`src/rtl/div_pkg.sv`:
```
// div_pkg: shared width, counter width and FSM state encoding for div_seq_32by16
package div_pkg;
    localparam int BIT = 16;
    localparam int CW  = $clog2(2 * BIT);
    typedef enum logic [1:0] {IDLE, CALC, FIX} state_t;
endpackage

```
`src/rtl/div_seq_32by16_if.sv`:
```
// div_seq_32by16_if: start/done request bus; master drives start/dividend/divisor, slave returns busy/done/quo/rem/dz/ovf
interface div_seq_32by16_if;
    import div_pkg::*;
    logic                    start;
    logic signed [2*BIT-1:0] dividend;
    logic signed [BIT-1:0]   divisor;
    logic                    busy;
    logic                    done;
    logic signed [2*BIT-1:0] quo;
    logic signed [BIT-1:0]   rem;
    logic                    dz;
    logic                    ovf;
    modport master (output start, dividend, divisor, input busy, done, quo, rem, dz, ovf);
    modport slave  (input start, dividend, divisor, output busy, done, quo, rem, dz, ovf);
endinterface

```
`src/rtl/div_step.sv`:
```
// div_step: one restoring iteration; ports pr/in_bit/dvs in, pr_nxt/q out
module div_step #(
    parameter int W = div_pkg::BIT
) (
    input  logic [W:0]   pr,
    input  logic         in_bit,
    input  logic [W-1:0] dvs,
    output logic [W:0]   pr_nxt,
    output logic         q
);
    logic [W:0]   sh;
    logic [W+1:0] trial;
    assign sh     = {pr[W-1:0], in_bit};
    assign trial  = {1'b0, sh} - {2'b00, dvs};
    assign q      = ~trial[W+1];
    assign pr_nxt = q ? trial[W:0] : sh;
endmodule

```
`src/rtl/div_seq_32by16.sv`:
```
// div_seq_32by16: sequential signed restoring 32/16 divider; ports clk, rst_n (async low), bus (slave: start/dividend/divisor in, busy/done/quo/rem/dz/ovf out)
module div_seq_32by16
    import div_pkg::*;
(
    input logic             clk,
    input logic             rst_n,
    div_seq_32by16_if.slave bus
);
    state_t           st_q, st_d;
    logic [2*BIT-1:0] qm_q, qm_d, quo_q, quo_d;
    logic [BIT:0]     pr_q, pr_d, pr_nxt;
    logic [BIT-1:0]   dvs_q, dvs_d, rem_q, rem_d;
    logic [CW-1:0]    cnt_q, cnt_d;
    logic             sq_q, sq_d, sr_q, sr_d, dzp_q, dzp_d;
    logic             busy_q, busy_d, done_q, done_d, dz_q, dz_d, ovf_q, ovf_d, qb;
    div_step #(.W(BIT)) u_step (
        .pr     (pr_q),
        .in_bit (qm_q[2*BIT-1]),
        .dvs    (dvs_q),
        .pr_nxt (pr_nxt),
        .q      (qb)
    );
    always_comb begin
        st_d   = st_q;
        qm_d   = qm_q;
        pr_d   = pr_q;
        dvs_d  = dvs_q;
        cnt_d  = cnt_q;
        sq_d   = sq_q;
        sr_d   = sr_q;
        dzp_d  = dzp_q;
        busy_d = busy_q;
        done_d = 1'b0;
        quo_d  = quo_q;
        rem_d  = rem_q;
        dz_d   = dz_q;
        ovf_d  = ovf_q;
        case (st_q)
            IDLE: if (bus.start) begin
                st_d   = bus.divisor == '0 ? FIX : CALC;
                dzp_d  = bus.divisor == '0;
                busy_d = 1'b1;
                qm_d   = bus.dividend[2*BIT-1] ? -bus.dividend : bus.dividend;
                dvs_d  = bus.divisor[BIT-1] ? -bus.divisor : bus.divisor;
                sq_d   = bus.dividend[2*BIT-1] ^ bus.divisor[BIT-1];
                sr_d   = bus.dividend[2*BIT-1];
                pr_d   = '0;
                cnt_d  = CW'(2 * BIT - 1);
            end
            CALC: begin
                // quotient bits enter at the LSB as dividend bits leave the MSB
                pr_d  = pr_nxt;
                qm_d  = {qm_q[2*BIT-2:0], qb};
                cnt_d = cnt_q - 1'b1;
                st_d  = cnt_q == '0 ? FIX : CALC;
            end
            FIX: begin
                quo_d  = dzp_q ? '0 : sq_q ? -qm_q : qm_q;
                rem_d  = dzp_q ? '0 : sr_q ? -pr_q[BIT-1:0] : pr_q[BIT-1:0];
                dz_d   = dzp_q;
                ovf_d  = !dzp_q && !sq_q && qm_q == {1'b1, {(2*BIT-1){1'b0}}};
                done_d = 1'b1;
                busy_d = 1'b0;
                st_d   = IDLE;
            end
            default: st_d = IDLE;
        endcase
    end
    always_ff @(posedge clk or negedge rst_n) begin
        if (!rst_n) begin
            st_q   <= IDLE;
            qm_q   <= '0;
            pr_q   <= '0;
            dvs_q  <= '0;
            cnt_q  <= '0;
            sq_q   <= 1'b0;
            sr_q   <= 1'b0;
            dzp_q  <= 1'b0;
            busy_q <= 1'b0;
            done_q <= 1'b0;
            quo_q  <= '0;
            rem_q  <= '0;
            dz_q   <= 1'b0;
            ovf_q  <= 1'b0;
        end else begin
            st_q   <= st_d;
            qm_q   <= qm_d;
            pr_q   <= pr_d;
            dvs_q  <= dvs_d;
            cnt_q  <= cnt_d;
            sq_q   <= sq_d;
            sr_q   <= sr_d;
            dzp_q  <= dzp_d;
            busy_q <= busy_d;
            done_q <= done_d;
            quo_q  <= quo_d;
            rem_q  <= rem_d;
            dz_q   <= dz_d;
            ovf_q  <= ovf_d;
        end
    end
    assign bus.busy = busy_q;
    assign bus.done = done_q;
    assign bus.quo  = quo_q;
    assign bus.rem  = rem_q;
    assign bus.dz   = dz_q;
    assign bus.ovf  = ovf_q;
endmodule

```
`src/flat_wrapper.sv`:
```
// flat-port wrapper written by rule: the top's interface ports become plain ports
module div_seq_32by16_flat import div_pkg::*;
  (clk, rst_n, bus_start, bus_dividend, bus_divisor, bus_busy, bus_done, bus_quo, bus_rem, bus_dz, bus_ovf);
  div_seq_32by16_if bus_i ();
  input logic clk;
  input logic rst_n;
  input wire logic [$bits(bus_i.start)-1:0] bus_start;
  input wire logic [$bits(bus_i.dividend)-1:0] bus_dividend;
  input wire logic [$bits(bus_i.divisor)-1:0] bus_divisor;
  output wire logic [$bits(bus_i.busy)-1:0] bus_busy;
  output wire logic [$bits(bus_i.done)-1:0] bus_done;
  output wire logic [$bits(bus_i.quo)-1:0] bus_quo;
  output wire logic [$bits(bus_i.rem)-1:0] bus_rem;
  output wire logic [$bits(bus_i.dz)-1:0] bus_dz;
  output wire logic [$bits(bus_i.ovf)-1:0] bus_ovf;
  assign bus_i.start = bus_start;
  assign bus_i.dividend = bus_dividend;
  assign bus_i.divisor = bus_divisor;
  assign bus_busy = bus_i.busy;
  assign bus_done = bus_i.done;
  assign bus_quo = bus_i.quo;
  assign bus_rem = bus_i.rem;
  assign bus_dz = bus_i.dz;
  assign bus_ovf = bus_i.ovf;
  div_seq_32by16 u_core (.clk(clk), .rst_n(rst_n), .bus(bus_i));
endmodule
```
`config.mk`:
```
export PLATFORM = sky130hd
export DESIGN_NAME = div_seq_32by16_flat
export DESIGN_NICKNAME = d
export VERILOG_FILES = /design/src/rtl/div_pkg.sv /design/src/rtl/div_seq_32by16_if.sv /design/src/rtl/div_step.sv /design/src/rtl/div_seq_32by16.sv /design/src/flat_wrapper.sv
export SDC_FILE = /design/constraint.sdc
export NUM_CORES = 1
export LEC_CHECK = 0
export CORE_MARGIN = 2
export CORE_UTILIZATION = 50
export DETAILED_ROUTE_END_ITERATION = 6
export DONT_BUFFER_PORTS = 1
export PLACE_DENSITY_LB_ADDON = 0.12
export SLEW_MARGIN = 20
export SYNTH_ARGS = -nofsm -noshare
export SYNTH_HDL_FRONTEND = slang
export SYNTH_HIERARCHICAL = 1
export SYNTH_SLANG_ARGS = --single-unit
```
`constraint.sdc`:
```
create_clock -name clk -period 2.9 [get_ports clk]
set_input_delay 0.29 -clock clk [delete_from_list [all_inputs] [get_ports clk]]
set_output_delay 0.29 -clock clk [all_outputs]
set_load 0.01 [all_outputs]
```
# Word-level counts from Yosys, hierarchy flattened
# Index checks and enable logic that the tools add are counted.
# word_totals
in_bits,51
out_inout_bits,52
register_bits,126
# classes
mux,20
addsub,6
bitwise,2
n_eq_ne,4
n_reduce_logical,12
# op_table
operator,n
$mux W32,4
$mux W16,5
$neg A32 Y32,2
$pmux W32 S2,1
$eq A32 B32 Y1 const B,1
$neg A16 Y16,2
$pmux W16 S2,1
$sub A17 B16 Y18,1
$logic_not A16 Y1,1
$pmux W5 S2,1
$mux W2,3
$reduce_and A2 Y1,3
$logic_not A5 Y1,1
$mux W5,1
$sub A5 B1 Y5 const B,1
$pmux W2 S2,1
$reduce_bool A2 Y1,2
$eq A2 B1 Y1 const B,1
$eq A2 B2 Y1 const B,1
$logic_and A1 B1 Y1,2
$logic_not A1 Y1,2
$logic_not A2 Y1,1
$mux W1,2
$ne A2 B2 Y1 const B,1
other kinds (3),3

# Depth between registers and ports, before layout
# Gate-level depths: netlist (run 1).
# logic_depth
ltp_word,4
mapped_depth,13
mapped_depth_nobuf,11

# Hierarchy
# The synthesis (run 1) kept the hierarchy.
# modules_own_cells
module,cells_each,area_per_inst_um2,n_inst
div_seq_32by16,722,6735.2,1
div_step,145,1132.3,1

# Worst setup path before layout (run 1)
# Ideal clock, no wire load.
# synth_timing
path_type,register to register
startpoint,register u_core.qm_q[31]
endpoint,register u_core.pr_q[8]
setup_slack_ps,229
setup_time_ps,121
required_time_ps,2779
stages_incl_launch_ff,12
n_path_buf,0
arrival_ps,2550
period_less_slack_ps,2671
path_cell_list,dfrtp_1 -> inv_1 -> ha_1 -> inv_1 -> fa_1 -> a21o_1 -> a31o_2 -> a2111oi_0 -> nor3_1 -> xor2_1 -> mux2_2 -> a22o_1
# synth_between
elab_chain_len,3
# synth_lines
item,line,source
start: declaration,div_seq_32by16.sv:10,"logic [2*BIT-1:0] qm_q, qm_d, quo_q, quo_d;"
start signal: assignment,div_seq_32by16.sv:87,qm_q <= qm_d;
$sub A17 B16 Y18,div_step.sv:14,"assign trial = {1'b0, sh} - {2'b00, dvs};"
$mux W16,div_step.sv:16,assign pr_nxt = q ? trial[W:0] : sh;
named net u_core.pr_nxt[8],div_seq_32by16.sv:11,"logic [BIT:0] pr_q, pr_d, pr_nxt;"
$pmux W16 S2,div_seq_32by16.sv:38,case (st_q)
end signal: assignment,div_seq_32by16.sv:88,pr_q <= pr_d;
end: declaration,div_seq_32by16.sv:11,
# The timed path passes the listed nets, and every way through them passes these cells.
# A chain may end at the register's enable or synchronous reset.

# Final worst setup path (run 1)
# Ends and elaborated chain as after synthesis.

==> results of run 1 <==
==> flip-flops by register name (all words and copies together), names as in the netlist <==
register / cells
u_core/bus.quo: 32
u_core/bus.busy: 1
u_core/qm_q: 32
u_core/bus.done: 1
u_core/st_q: 2
u_core/cnt_q: 5
u_core/sr_q: 1
u_core/dvs_q: 16
u_core/bus.ovf: 1
u_core/bus.dz: 1
u_core/sq_q: 1
u_core/dzp_q: 1
u_core/bus.rem: 16
u_core/pr_q: 16
==> power by group through the flow <==
stage                     combinational (mW)  sequential, mW  clock (mW)
after global placement                  5.06            3.20           0
final                                   5.32            3.24        2.03
after floorplan                         4.21            2.87           0
after detailed placement                5.18            3.25           0
after global routing                    5.91            3.34        2.15
after CTS                               5.21            3.22        2.06
==> through the flow <==
stage	hold WS, ps	worst slack, ps
CTS	-443.4	36.35
finish	-425.9	159.1
detailed placement	-2.436	39.46
global route	-449.5	18.99
floorplan	-5.591	228.8
global placement	-1.635	196.5
==> area by class of cell <==
cell class	count	area (sq um)
fill	1374	6618
multi-input combinational	649	4334
sequential	126	3153
clock buffer	23	478.0
tap	211	264.0
timing repair buffer	24	192.7
inverter	35	131.4
clock inverter	7	87.58
==> per-layer routing <==
layer / part of all wire [%] / global-route usage (%) / wire (um)
met4: 0.83 / 7.417 / 161
met2: 41 / 33.80 / 8045
met1: 50 / 36.17 / 9642
met3: 8.3 / 6.320 / 1618
met5: 0 / 0 / 0
==> path summary, 6_finish.rpt <==
kind,to,slack [ps],start,cells past startpoint
setup / recovery,u_core/pr_q[8],160,u_core/qm_q[31],11
hold / removal,u_core/pr_q[14],-430,rst_n,0
setup reg to reg,u_core/pr_q[8],160,u_core/qm_q[31],11
hold reg to reg,u_core/dvs_q[14],480,u_core/dvs_q[14],2
max in group asynchronous,u_core/dvs_q[15],3190,rst_n,0
min in group clk,u_core/dvs_q[15],20,bus_divisor[15],2
==> what timing repair did <==
action                                  CTS  global route
endpoints found under the setup margin    0             1
gates resized for setup                   0             4
hold endpoints to repair                126           126
==> results_dict.tcl, run 1 <==
set metrics [dict create \
    die_area_sq_um 16630 \
    p_total_mw 10.58 \
    clkTransAtPathRegs_ps 50 \
    tns_ps 0 \
    grt_usage_pct 24.07 \
    cpMostUsedCell "inv_1" \
    finalHoldViolations 126 \
    avgSynthCellArea_sq_um 9.069 \
    p_switching_mw 4.310 \
    cts_tree "yes" \
    timing.hold.ws_ps -425.9 \
    synthesis.instances 861 \
    stdcell_count 1075 \
    viasPerCell 5.881 \
    cap_violations 0 \
    finalInstanceArea_sq_um 8641 \
    startpoint_type "flip-flop" \
    worstPathArrival_ps 3040 \
    first_global_vias 6068 \
    swShare_pct 40.73 \
    ys_warn_count 6 \
    port_buffers 0 \
    drt_iter0_drc 482 \
    crit_chain "inv_1, ha_1, inv_1, fa_1, a21o_1, a31o_2, a2111oi_4, nor3_1, xor2_1, mux2_2, a22o_1" \
    p_clk_share_pct 19.1 \
    maxSlewHeadroom_pct 35.97 \
    syn_area_sq_um 7809 \
    cell_internal_pwr_mw 6.273 \
    h-tree-depth 4 \
    dpl.hpwl_mm 14.46 \
    drcViolationCount 0 \
    io_pins 103 \
    path_max_fanout 3 \
    antenna_found_initial 0 \
    dp_cells 1045 \
    fin_nets 926 \
    worstPathRequired_ps 3200 \
    ir_drop_mv 0.5739 \
    most-common-layout-cells "dfrtp_1 (126), nand2_1 (116), o21ai_0 (104)" \
    pwr-share-seq_pct 30.6 \
    power.density_nw_per_um2 1225 \
    final_common_cell "dfrtp_1" \
    coreArea_sq_um 15260 \
    grt_max_degree 127 \
    numCtsBuffers 17 \
    grt_pass1_wl_mm 31.16 \
    cts_buffer_depth 2 \
    hold_path_class "in -> async" \
    syn_nets 934 \
    crit_buf_inv 2 \
    worstSetupEndpointType "flip-flop" \
    die_x_um 129.0 \
    clkSinkCount 126 \
    violations "negative hold slack" \
    layout-drive-gt1-share_pct 9.722 \
    rsz0062_at_grt "false" \
    utilization_pct 56.63 \
    tightest_slew_ps 960.4 \
    leakagePower_nw 3.771 \
    clockRootBuffer "clkbuf_16" \
    via_count 6322 \
    fp-row-count 45 \
    pwr-share-comb_pct 50.2 \
    status "finished, violations left" \
    overflow 0 \
    post_cts_buffers 0 \
    cpMaxStageDelayCell "fa_1" \
    gp_congestion 0.8435 \
    routed_wl_mm 19.47 \
    critPathTopFamily "compound AO/OA/AOI/OAI gates" \
    min_period_ps 2741 \
    placed_area_sq_um 8050 \
    avgRoutedWirePerCell_um 18.11 \
    area_growth_pct 10.66 \
    fin_crit_sh_pct 94.51 \
    finalMaxSlewViolations 0 \
    initial_core_util_pct 51.18 \
    slowest_delay_ps 400 \
    drt-pass1-iter-count 5 \
    n_antenna_cell 0 \
    postRouteAntennaNets 0 \
    path_class "reg -> reg" \
    die_h_um 129.0 \
    fin_skew_ps 6.474 \
    clock_latency_ps 410 \
    setup_viol 0 \
    clock.fmax_mhz 364.8 \
]
No activity file was read; power rests on OpenSTA's default activity.
==> inputs of run 2 (changes only) <==
--- a/config.mk
+++ b/config.mk
@@ -8,8 +8,8 @@
 export CORE_MARGIN = 2
 export CORE_UTILIZATION = 50
 export DETAILED_ROUTE_END_ITERATION = 6
-export DONT_BUFFER_PORTS = 1
 export PLACE_DENSITY_LB_ADDON = 0.12
+export REMOVE_ABC_BUFFERS = 1
 export SLEW_MARGIN = 20
 export SYNTH_ARGS = -nofsm -noshare
 export SYNTH_HDL_FRONTEND = slang
==> run 2 against run 1 <==
The run now ends clean. Utilization rose by 7.9 points. Critical endpoint unchanged. First-iteration DRC count grew 3.5%. Register-to-register slack got worse by 30 ps. Routed wire length increased by 8.9%.
==> results_dict.tcl, run 2 (synthesis gave the netlist of run 1 again) <==
set metrics [dict create \
    status "complete, no violations" \
    fin_skew_ps 7.382 \
    seq_area_sq_um 3153 \
    drt-pass1-iter-count 5 \
    ir_drop_mv 0.5544 \
    antenna_found_initial 0 \
    crit_chain "inv_1, ha_1, inv_1, fa_2, a21o_1, a31o_2, a2111oi_2, nor3_1, xor2_1, mux2_2, a22o_1" \
    hold_path_class "in -> async" \
    fp-row-count 45 \
    leakagePower_nw 4.233 \
    n_antenna_cell 0 \
    die_x_um 129.0 \
    p_clk_share_pct 20.8 \
    p_switching_mw 4.349 \
    timing.hold.ws_ps 391.3 \
    drcViolationCount 0 \
    slowest_delay_ps 410 \
    cts_tree "yes" \
    worstPathRequired_ps 3200 \
    worstPathArrival_ps 3070 \
    viasPerCell 5.847 \
    clkSinkCount 126 \
    min_period_ps 2772 \
    rrSetupSlack_ps 130 \
    tns_ps 0 \
    clock_latency_ps 420 \
    rsz0062_at_grt "false" \
    die_h_um 129.0 \
    setup_viol 0 \
    port_buffers 102 \
    tightest_slew_ps 846.6 \
    drt_iter0_drc 499 \
    post_cts_buffers 0 \
    maxSlewHeadroom_pct 43.56 \
    area_growth_pct 26.01 \
    cap_violations 0 \
    first_global_vias 6721 \
    layout-drive-gt1-share_pct 10.39 \
    cpMaxStageDelayCell "dfrtp_1" \
    path_class "reg -> reg" \
    gp_congestion 0.8857 \
    cpMostUsedCell "inv_1" \
    grt_usage_pct 26.50 \
    numCtsBuffers 17 \
    die_area_sq_um 16630 \
    io_pins 103 \
    worstSetupEndpointType "flip-flop" \
    coreArea_sq_um 15260 \
    postRouteAntennaNets 0 \
    most-common-layout-cells "dfrtp_1 (126), nand2_1 (116), o21ai_0 (104)" \
    fin_nets 1042 \
    finalHoldViolations 0 \
    initial_core_util_pct 51.18 \
    routed_wl_mm 21.19 \
    cell_internal_pwr_mw 6.589 \
    final_common_cell "dfrtp_1" \
    h-tree-depth 4 \
    clkTransAtPathRegs_ps 60 \
    via_count 6976 \
    startpoint_type "flip-flop" \
    grt_max_degree 61 \
    finalMaxSlewViolations 0 \
    n_fill_cell 1295 \
    crit_buf_inv 2 \
    fin_crit_sh_pct 95.59 \
    avgRoutedWirePerCell_um 17.76 \
    critPathTopFamily "compound AO/OA/AOI/OAI gates" \
    multiInputGateArea_sq_um 4318 \
    power.density_nw_per_um2 1112 \
    pwr-share-seq_pct 28.9 \
    pwr-share-comb_pct 50.3 \
    clock.fmax_mhz 360.7 \
    dpl.hpwl_mm 15.70 \
    cts_buffer_depth 2 \
    grt_pass1_wl_mm 34.51 \
    swShare_pct 39.76 \
    overflow 0 \
    path_max_fanout 5 \
    clockRootBuffer "clkbuf_16" \
]
## run 2: path summary, 6_finish.rpt
check                                      from          endpoint  cells after the start
worst max-delay path            u_core/qm_q[31]    u_core/pr_q[8]                     11
worst min-delay path                      rst_n  u_core/dvs_q[13]                      2
worst max register to register  u_core/qm_q[31]    u_core/pr_q[8]                     11
worst min register to register    u_core/bus.dz     u_core/bus.dz                      2
max in group asynchronous                 rst_n    u_core/qm_q[5]                      3
min in group clk                  u_core/bus.dz     u_core/bus.dz                      2
## run 2: repair_timing
item,CTS,global route
gates resized for setup,0,3
endpoints found under the hold margin,38,0
endpoints found under the setup margin,0,2
hold buffers,1,0
## run 2: area by class of cell
type,count,area share (%)
flip-flops and latches,126,32.04
repair buffers,140,13.66
multi-input cells,649,43.88
inverters,35,1.335
clock inverters,13,1.895
well taps,211,2.683
clock buffers,19,4.502
## run 2: through the flow
stage | power (mW) | instance area (sq um) | instances | worst slack [ps] | util [%]
3_3_place_gp | 8.480 | 9191 | 1160 | 121.7 | 60.24
5_1_grt | 11.76 | 9839 | 1193 | 8.082 | 64.49
2_1_floorplan | 6.902 | 7585 | 810 | -132.9 | -
3_5_place_dp | 8.597 | 9191 | 1160 | 33.08 | 60.24
4_1_cts | 10.95 | 9831 | 1193 | 1.455 | 64.43
6_report | 10.94 | 9839 | 1193 | 128.0 | 64.49
## run 2: routing by layer
metal / track usage (%) / share of wire [%]
met3: 5.073 / 5.8
met5: 0 / 0
met1: 35.31 / 44
met4: 8.504 / 1.8
met2: 43.76 / 48
## run 2: power by group through the flow
stage	combinational (mW)	clock, mW	sequential [mW]
finish	5.51	2.28	3.16
global route	6.11	2.40	3.25
CTS	5.49	2.32	3.14
detailed placement	5.44	0	3.16
global placement	5.34	0	3.13
floorplan	3.90	0	3.01
==> inputs of run 3 (changes only) <==
--- a/config.mk
+++ b/config.mk
@@ -10,6 +10,7 @@
 export DETAILED_ROUTE_END_ITERATION = 6
 export PLACE_DENSITY_LB_ADDON = 0.12
 export REMOVE_ABC_BUFFERS = 1
+export SKIP_CTS_REPAIR_TIMING = 1
 export SLEW_MARGIN = 20
 export SYNTH_ARGS = -nofsm -noshare
 export SYNTH_HDL_FRONTEND = slang
==> run 3 against run 2 <==
Sequential share of layout area stayed put. Non-clock buffer count stayed put. Maximum frequency is 0.20% higher. Sequential power hardly changed. Clock-buffer cell count stayed put. Sequential cell count stayed put. Clock power hardly changed. Critical path depth stayed put. Design area stayed put.
==> results_dict.tcl, run 3 (synthesis gave the netlist of run 1 again) <==
set metrics [dict create \
    finalMaxSlewViolations 0 \
    antenna_found_initial 0 \
    avgRoutedWirePerCell_um 17.78 \
    routed_wl_mm 21.21 \
    cts_tree "yes" \
    rsz0062_at_grt "false" \
    clkTransAtPathRegs_ps 60 \
    clockRootBuffer "clkbuf_16" \
    fp-row-count 45 \
    ir_drop_mv 0.5552 \
    fin_nets 1042 \
    grt_pass1_wl_mm 34.55 \
    n_fill_cell 1295 \
    gp_congestion 0.8857 \
    grt_max_degree 61 \
    initial_core_util_pct 51.18 \
    drt_iter0_drc 493 \
    n_antenna_cell 0 \
    clock.fmax_mhz 361.5 \
    min_period_ps 2767 \
    clock_latency_ps 420 \
    status "complete, no violations" \
    die_h_um 129.0 \
    grtUsageMet1_pct 35.33 \
    grt_usage_pct 26.51 \
    drt-pass1-iter-count 5 \
    postRouteAntennaNets 0 \
    port_buffers 102 \
    io_pins 103 \
    hold_path_class "in -> async" \
    overflow 0 \
    viasPerCell 5.845 \
    worstSetupEndpointType "flip-flop" \
    die_area_sq_um 16630 \
    finalHoldViolations 0 \
    dpl.hpwl_mm 15.70 \
    cts_buffer_depth 2 \
    timing.hold.ws_ps 387.5 \
    path_max_fanout 5 \
    most-common-layout-cells "dfrtp_1 (126), nand2_1 (116), o21ai_0 (104)" \
    busiest_layer "met2" \
    placed_area_sq_um 9191 \
    fin_skew_ps 6.431 \
    first_global_vias 6733 \
    drcViolationCount 0 \
    power.density_nw_per_um2 1113 \
    fin_crit_sh_pct 95.40 \
    numCtsBuffers 17 \
    leakagePower_nw 4.233 \
    final_common_cell "dfrtp_1" \
    coreArea_sq_um 15260 \
    layout-drive-gt1-share_pct 10.39 \
    use_met2_pct 43.82 \
    tightest_slew_ps 852.5 \
    h-tree-depth 4 \
    worstPathRequired_ps 3200 \
    cap_violations 0 \
    finalInstanceArea_sq_um 9839 \
    setup_viol 0 \
    via_count 6973 \
    clkSinkCount 126 \
    maxSlewHeadroom_pct 43.17 \
    worstPathArrival_ps 3070 \
    die_x_um 129.0 \
    path_class "reg -> reg" \
    area_growth_pct 26.01 \
    use_met3_pct 5.073 \
    startpoint_type "flip-flop" \
]
## run 3: worst paths after layout
path	slack, ps	cells past startpoint	end	startpoint
worst min-delay path	390	2	u_core/dvs_q[13]	rst_n
worst min register to register	470	2	u_core/bus.dz	u_core/bus.dz
worst max-delay path	130	11	u_core/pr_q[8]	u_core/qm_q[31]
min in group clk	470	2	u_core/bus.dz	u_core/bus.dz
worst max register to register	130	11	u_core/pr_q[8]	u_core/qm_q[31]
max in group asynchronous	1750	3	u_core/qm_q[5]	rst_n
## run 3: final cells by class
type                    instances  area [sq um]  area share (%)
flip-flops and latches        126          3153           32.04
clock buffers                  19         442.9           4.502
multi-input cells             649          4318           43.88
clock inverters                13         186.4           1.895
repair buffers                140          1344           13.66
well taps                     211         264.0           2.683
inverters                      35         131.4           1.335
## run 3: metal layers
layer	wire length (um)	up-vias
li1	-	3331
met2	10230	241
met3	1174	25
met4	325	0
met1	9479	3376
met5	0	-
## run 3: report_power, final
part / internal, mW / leakage (nW) / total, mW / switching [mW]
Clock: 1.46 / 0.296 / 2.28 / 0.814
Sequential: 2.36 / 1.60 / 3.15 / 0.797
Combinational: 2.77 / 2.33 / 5.52 / 2.75
## run 3: worst max-delay path, stage by stage (launching register included)
cell and delay (ps):
dfrtp_1 410, inv_1 90, ha_1 170, inv_1 60, fa_2 350, a21o_1 220
a31o_2 270, a2111oi_2 350, nor3_1 110, xor2_1 150, mux2_2 270, a22o_1 200
## run 3: stage by stage
| stage | power, mW | worst slack (ps) | utilization (%) | setup TNS [ps] | instances |
|---|---|---|---|---|---|
| global placement | 8.480 | 121.7 | 60.24 | 0 | 1160 |
| floorplan | 6.902 | -132.9 | - | -1095 | 810 |
| CTS | 10.95 | 1.455 | 64.36 | 0 | 1192 |
| global route | 11.76 | 8.082 | 64.49 | 0 | 1193 |
| finish | 10.95 | 133.4 | 64.49 | 0 | 1193 |
| detailed placement | 8.597 | 33.08 | 60.24 | 0 | 1160 |
